==> config.mk <==
export PLATFORM = sky130hd
export DESIGN_NAME = instr_decode_stage_flat
export DESIGN_NICKNAME = d
export VERILOG_FILES = /design/src/rtl/instr_decode_stage_if.sv /design/src/rtl/instr_decode_stage.sv /design/src/flat_wrapper.sv
export SDC_FILE = /design/constraint.sdc
export NUM_CORES = 1
export LEC_CHECK = 0
export BUFFER_PORTS_ARGS = -buffer_cell sky130_fd_sc_hd__clkbuf_2
export CAP_MARGIN = 5
export CELL_PAD_IN_SITES_DETAIL_PLACEMENT = 1
export CELL_PAD_IN_SITES_GLOBAL_PLACEMENT = 2
export CORE_AREA = 2 2 75 106
export CTS_CLUSTER_DIAMETER = 50
export DETAILED_ROUTE_END_ITERATION = 8
export DIE_AREA = 0 0 77 108
export MAX_ROUTING_LAYER = met4
export PLACE_DENSITY_LB_ADDON = 0.1
export SYNTH_ARGS = -nofsm -noshare
export SYNTH_HDL_FRONTEND = slang
export SYNTH_SLANG_ARGS = --single-unit
==> constraint.sdc <==
create_clock -name clk_i -period 2.62 [get_ports clk_i]
set_input_delay 0.393 -clock clk_i [delete_from_list [all_inputs] [get_ports clk_i]]
set_output_delay 0.393 -clock clk_i [all_outputs]
set_load 0.1 [all_outputs]
==> src/rtl/instr_decode_stage_if.sv <==
// Handshake and decoded-field bundle between fetch, the decode stage and the control unit.
// slave is the decode stage's view; master is the view of the surrounding producer/consumer.
interface instr_decode_stage_if #(
  parameter int REG_AW   = 3,
  parameter int OFFSET_W = 8,
  parameter int AMT_W    = 3
);
  logic                in_valid;
  logic                in_ready;
  logic [31:0]         instruction;
  logic                out_valid;
  logic                out_ready;
  logic [7:0]          opcode;
  logic [REG_AW-1:0]   writereg;
  logic [REG_AW-1:0]   readreg1;
  logic [REG_AW-1:0]   readreg2;
  logic [7:0]          immediate;
  logic [OFFSET_W-1:0] offset;
  logic [AMT_W-1:0]    amount;
  logic                illegal;

  modport slave (
    input  in_valid, instruction, out_ready,
    output in_ready, out_valid, opcode, writereg, readreg1, readreg2,
           immediate, offset, amount, illegal
  );

  modport master (
    output in_valid, instruction, out_ready,
    input  in_ready, out_valid, opcode, writereg, readreg1, readreg2,
           immediate, offset, amount, illegal
  );
endinterface

==> src/rtl/instr_decode_stage.sv <==
// Registered instruction field decoder with a 2-entry output buffer.
// Optional DECODE_STATS_EN adds saturating decoded/stall/illegal counters.
module instr_decode_stage #(
  parameter int REG_AW   = 3,
  parameter int OFFSET_W = 8,
  parameter int AMT_W    = 3,
  parameter int DEPTH    = 2
) (
  input  logic clk_i,
  input  logic rst_ni,
  input  logic flush_i,
  instr_decode_stage_if.slave dec_if
`ifdef DECODE_STATS_EN
  ,
  output logic [15:0] stat_decoded_o,
  output logic [15:0] stat_stalls_o,
  output logic [7:0]  stat_illegal_o
`endif
);

  if (DEPTH != 2) begin : g_bad_depth
    $error("instr_decode_stage: DEPTH must be 2");
  end

  typedef struct packed {
    logic [7:0]          opcode;
    logic [REG_AW-1:0]   writereg;
    logic [REG_AW-1:0]   readreg1;
    logic [REG_AW-1:0]   readreg2;
    logic [7:0]          immediate;
    logic [OFFSET_W-1:0] offset;
    logic [AMT_W-1:0]    amount;
    logic                illegal;
  } entry_t;

  entry_t     entry_q [2];
  entry_t     dec_d;
  logic       head_q;
  logic       tail_q;
  logic [1:0] count_q;
  logic       illegal_d;
  logic       push;
  logic       pop;

  // Unused high bits of the READREG1 byte mark the word as illegal.
  if (REG_AW == 8) begin : g_no_illegal
    assign illegal_d = 1'b0;
  end else begin : g_illegal
    assign illegal_d = |dec_if.instruction[15:8+REG_AW];
  end

  always_comb begin
    dec_d           = '0;
    dec_d.opcode    = dec_if.instruction[31:24];
    dec_d.writereg  = dec_if.instruction[16 +: REG_AW];
    dec_d.readreg1  = dec_if.instruction[8 +: REG_AW];
    dec_d.readreg2  = dec_if.instruction[0 +: REG_AW];
    dec_d.immediate = dec_if.instruction[7:0];
    dec_d.offset    = OFFSET_W'($signed(dec_if.instruction[23:16]));
    dec_d.amount    = dec_if.instruction[AMT_W-1:0];
    dec_d.illegal   = illegal_d;
  end

  assign dec_if.in_ready  = (count_q != 2'd2);
  assign dec_if.out_valid = (count_q != 2'd0);
  assign push = dec_if.in_valid & dec_if.in_ready;
  assign pop  = dec_if.out_valid & dec_if.out_ready;

  for (genvar gi = 0; gi < 2; gi++) begin : g_entry
    always_ff @(posedge clk_i or negedge rst_ni) begin
      if (!rst_ni) begin
        entry_q[gi] <= '0;
      end else if (push && !flush_i && (tail_q == 1'(gi))) begin
        entry_q[gi] <= dec_d;
      end
    end
  end

  always_ff @(posedge clk_i or negedge rst_ni) begin
    if (!rst_ni) begin
      head_q  <= 1'b0;
      tail_q  <= 1'b0;
      count_q <= 2'd0;
    end else if (flush_i) begin
      head_q  <= 1'b0;
      tail_q  <= 1'b0;
      count_q <= 2'd0;
    end else begin
      if (push) tail_q <= ~tail_q;
      if (pop)  head_q <= ~head_q;
      case ({push, pop})
        2'b10:   count_q <= count_q + 2'd1;
        2'b01:   count_q <= count_q - 2'd1;
        default: count_q <= count_q;
      endcase
    end
  end

  assign dec_if.opcode    = entry_q[head_q].opcode;
  assign dec_if.writereg  = entry_q[head_q].writereg;
  assign dec_if.readreg1  = entry_q[head_q].readreg1;
  assign dec_if.readreg2  = entry_q[head_q].readreg2;
  assign dec_if.immediate = entry_q[head_q].immediate;
  assign dec_if.offset    = entry_q[head_q].offset;
  assign dec_if.amount    = entry_q[head_q].amount;
  assign dec_if.illegal   = entry_q[head_q].illegal;

`ifdef DECODE_STATS_EN
  logic [15:0] stat_decoded_q;
  logic [15:0] stat_stalls_q;
  logic [7:0]  stat_illegal_q;

  // Counters survive FLUSH; only reset clears them.
  always_ff @(posedge clk_i or negedge rst_ni) begin
    if (!rst_ni) begin
      stat_decoded_q <= '0;
      stat_stalls_q  <= '0;
      stat_illegal_q <= '0;
    end else begin
      if (pop && (stat_decoded_q != '1))
        stat_decoded_q <= stat_decoded_q + 16'd1;
      if (dec_if.in_valid && !dec_if.in_ready && (stat_stalls_q != '1))
        stat_stalls_q <= stat_stalls_q + 16'd1;
      if (pop && entry_q[head_q].illegal && (stat_illegal_q != '1))
        stat_illegal_q <= stat_illegal_q + 8'd1;
    end
  end

  assign stat_decoded_o = stat_decoded_q;
  assign stat_stalls_o  = stat_stalls_q;
  assign stat_illegal_o = stat_illegal_q;
`endif

endmodule

==> src/flat_wrapper.sv <==
// flat-port wrapper written by rule: the top's interface ports become plain ports
module instr_decode_stage_flat 
#(
  parameter int REG_AW   = 3,
  parameter int OFFSET_W = 8,
  parameter int AMT_W    = 3,
  parameter int DEPTH    = 2
)
  (clk_i, rst_ni, flush_i, dec_if_in_valid, dec_if_instruction, dec_if_out_ready, dec_if_in_ready, dec_if_out_valid, dec_if_opcode, dec_if_writereg, dec_if_readreg1, dec_if_readreg2, dec_if_immediate, dec_if_offset, dec_if_amount, dec_if_illegal);
  instr_decode_stage_if #(.REG_AW(REG_AW), .OFFSET_W(OFFSET_W), .AMT_W(AMT_W)) dec_if_i ();
  input  logic clk_i;
  input  logic rst_ni;
  input  logic flush_i;
  input wire logic [$bits(dec_if_i.in_valid)-1:0] dec_if_in_valid;
  input wire logic [$bits(dec_if_i.instruction)-1:0] dec_if_instruction;
  input wire logic [$bits(dec_if_i.out_ready)-1:0] dec_if_out_ready;
  output wire logic [$bits(dec_if_i.in_ready)-1:0] dec_if_in_ready;
  output wire logic [$bits(dec_if_i.out_valid)-1:0] dec_if_out_valid;
  output wire logic [$bits(dec_if_i.opcode)-1:0] dec_if_opcode;
  output wire logic [$bits(dec_if_i.writereg)-1:0] dec_if_writereg;
  output wire logic [$bits(dec_if_i.readreg1)-1:0] dec_if_readreg1;
  output wire logic [$bits(dec_if_i.readreg2)-1:0] dec_if_readreg2;
  output wire logic [$bits(dec_if_i.immediate)-1:0] dec_if_immediate;
  output wire logic [$bits(dec_if_i.offset)-1:0] dec_if_offset;
  output wire logic [$bits(dec_if_i.amount)-1:0] dec_if_amount;
  output wire logic [$bits(dec_if_i.illegal)-1:0] dec_if_illegal;
  assign dec_if_i.in_valid = dec_if_in_valid;
  assign dec_if_i.instruction = dec_if_instruction;
  assign dec_if_i.out_ready = dec_if_out_ready;
  assign dec_if_in_ready = dec_if_i.in_ready;
  assign dec_if_out_valid = dec_if_i.out_valid;
  assign dec_if_opcode = dec_if_i.opcode;
  assign dec_if_writereg = dec_if_i.writereg;
  assign dec_if_readreg1 = dec_if_i.readreg1;
  assign dec_if_readreg2 = dec_if_i.readreg2;
  assign dec_if_immediate = dec_if_i.immediate;
  assign dec_if_offset = dec_if_i.offset;
  assign dec_if_amount = dec_if_i.amount;
  assign dec_if_illegal = dec_if_i.illegal;
  instr_decode_stage #(.REG_AW(REG_AW), .OFFSET_W(OFFSET_W), .AMT_W(AMT_W), .DEPTH(DEPTH)) u_core (.clk_i(clk_i), .rst_ni(rst_ni), .flush_i(flush_i), .dec_if(dec_if_i));
endmodule
==> results.yml <==
global_routing:
  track_usage_pct: 15.2
  antenna_found_initial: 0
  grt_pass1_vias: 1950
  grt-ovfl-total: 0
  grt_start_max_net_pins: 37
  grt_first_pass_wirelength_um: 9310
routing:
  wire_per_inst_um: 15.4
  drt_first_pass_iters: 3
  drt-initial-drc-count: 66
  met2_length_um: 2780
  post-route-drc-count: 0
  wl_met3_um: 326
  viasPerCell: 4.82
  vias: 1739
  wl_met1_um: 2330
  routed.top_layer: "met4"
  finalWirelength_um: 5550
  drtAntennaViolNets: 0
placement:
  postPlaceCellArea_mm2: 0.00317
  dpl.hpwl_um: 3820
  portBuffers: 75
  gp_congestion: 0.727
synthesis:
  yosys.area_share.simple_pct: 3.25
  synth_area_mm2: 0.00273
  synth.avg_cell_area_um2: 14.8
  synthArstFlopShare_pct: 100
  synthAdderAreaFrac_pct: 0
  synth_top_family_by_area: "multiplexers"
  syn-instance-count: 185
  synthesis.nets: 222
  ys.flop_type: "dfrtp_1"
  synth_xor_area_share_pct: 0.321
  synth_mux_area_share_pct: 35.0
  synth_edf_count: 0
  synthDistinctLibCells: 25
  synth_compound_area_share_pct: 1.65
  synth-seq-cells: 60
  ys_seq_area_share_pct: 54.9
  ys_warn_count: 0
cts:
  cts_root_buf: "clkbuf_8"
  worstSkewPairLatency_ns: 0.33
  cts_resized: 0
  cts_buffers: 9
  clock_path_buffers: 2
  htree_levels: 3
  cts.clk_slew.worst_paths_ns: 0.07
  clkSinkCount: 60
  postCtsSetupBuffers: 0
  cts_tree: "yes"
  ctsHoldBuffers: 0
die:
  num_rows: 37
  start_util_pct: 37.4
  die-area_mm2: 0.00832
  die_h_um: 108
  core-area_mm2: 0.00731
  fp.dieW_um: 77
  pin_count: 76
power:
  leakagePower_uw: 0.00157
  vdd_ir_drop_max_mv: 0.570
  p_per_area_mw_per_mm2: 1150
  power.total_uw: 3940
cells_and_area:
  fin_nets: 296
  finalInstanceArea_mm2: 0.00342
  drive_gt1_share_pct: 62.1
  syn_to_final_growth_pct: 25.0
  diodes: 0
worst_setup_path:
  critPathTopFamily: "buffers and inverters"
  reg2reg_slack_ns: 0.80
  cp-start-kind: "register"
  worst_r2r_path_depth: 5
  cp_cell_sequence: "buf_12, mux2_2, clkbuf_2"
  path_buf_inv: 2
  crit_required_ns: 2.23
  slowest_delay_ns: 0.46
  r2r-start: "u_core.count_q[1]"
  cp_slowest_cell: "dfrtp_1"
  path_class: "register to output pin"
  critPathArrivalTime_ns: 1.80
  crit_path_end_kind: "output pin"
  r2r_end: "u_core.entry_q[7]"
  crit_fanout: 26
sta:
  setup_tns_ns: 0
  tightest_slew_ns: 0.690
  rsz0062_at_grt: "false"
  fmax_mhz: 455
  skew_ns: 0.00894
  relSlewSlack_pct: 54.0
  fin_crit_sh_pct: 83.9
  finalHoldViolCount: 0
  report.final.slew_viol_count: 0
  period_minus_slack_ns: 2.20
  setup_viol: 0
status:
  outcome: "finished clean"
run:
  maxCapViolations: 0
worst_hold_path:
  hold_path.class: "primary input to asynchronous set/reset pin"
[final cells by class]
cell class	instances	area, µm²
clock buffer	12	155
clock inverter	4	95.1
fill	804	3900
inverter	2	7.51
multi-input combinational	106	1100
sequential	60	1500
tap	97	121
timing repair buffer	80	438
[stage by stage]
| step | hold slack [ns] | setup WS, ns | std cells | util, % |
|---|---|---|---|---|
| global route | 0.123 | 0.341 | 361 | 46.7 |
| global placement | 0.464 | 0.813 | 345 | 43.3 |
| finish | 0.0900 | 0.423 | 361 | 46.7 |
| CTS | 0.0984 | 0.392 | 361 | 46.7 |
| detailed placement | 0.473 | 0.775 | 345 | 43.3 |
| floorplan | 0.0974 | 0.380 | 185 | - |
[kinds of logic (layout without fill, tap and decap cells)]
| group | count (synthesis) | count (layout) |
|---|---|---|
| flip-flops | 60 | 60 |
| XOR/XNOR | 1 | 1 |
| AND/OR/NAND/NOR | 12 | 12 |
| multiplexers | 85 | 85 |
| AO/OA/AOI/OAI | 8 | 8 |
| buffers and inverters | 19 | 98 |
[worst register-to-register path: stages (launching register included)]
cell and delay [ns]:
dfrtp_1 0.42, nor2b_2 0.29, inv_1 0.11, nand4b_1 0.11
buf_4 0.38, mux2_2 0.39
[registers in the layout, summed over array words and instances (netlist names)]
name	count
u_core.entry_q	56
u_core.count_q	2
u_core.head_q	1
u_core.tail_q	1
[synth_stat cells (2+ instances only)]
master,n,area share [%]
mux2_1,20,8.2
a21oi_1,4,0.73
clkbuf_1,2,0.27
nor2_1,2,0.27
buf_6,2,0.82
or2_2,2,0.46
o21ai_0,2,0.37
mux2_2,64,26
dfrtp_1,60,55
buf_4,12,3.3
[layout by cell type, fill, tap and decap left out]
| master | n |
|---|---|
| or2_2 | 2 |
| or3_1 | 1 |
| nor3b_1 | 1 |
| o21ai_0 | 2 |
| xor2_1 | 1 |
| nor2_1 | 2 |
| mux2_1 | 20 |
| nor2b_2 | 1 |
| nand4b_1 | 1 |
| inv_2 | 1 |
| buf_12 | 2 |
| clkbuf_2 | 75 |
| clkbuf_1 | 1 |
| dfrtp_1 | 60 |
| nor4_4 | 1 |
| nor3_1 | 1 |
| clkbuf_8 | 11 |
| a21oi_1 | 4 |
| mux2_2 | 64 |
| bufinv_16 | 3 |
| nand3b_1 | 1 |
| o211ai_1 | 1 |
| nand2_1 | 1 |
| mux2i_1 | 1 |
| inv_1 | 1 |
| buf_4 | 3 |
| clkinv_2 | 1 |
| a21o_1 | 1 |
[report_power, final]
part	switching [µW]	internal [µW]
sequential	103	1140
clock	351	683
combinational	1300	369
[per-layer routing]
layer,GRT usage (%),vias to the layer above
li1,-,803
met1,16.9,871
met2,24.6,56
met3,5.01,9
met4,7.65,0
met5,-,-
[worst max path at each step]
stage / cells past startpoint / to / from
after global routing: 3 / dec_if_amount[1] / u_core.head_q
after CTS: 3 / dec_if_readreg2[1] / u_core.head_q
after global placement: 3 / dec_if_readreg2[1] / u_core.head_q
after detailed placement: 3 / dec_if_readreg2[1] / u_core.head_q
after floorplan: 4 / dec_if_immediate[1] / u_core.head_q
final: 3 / dec_if_readreg2[1] / u_core.head_q
No activity file was read; power rests on OpenSTA's default activity.
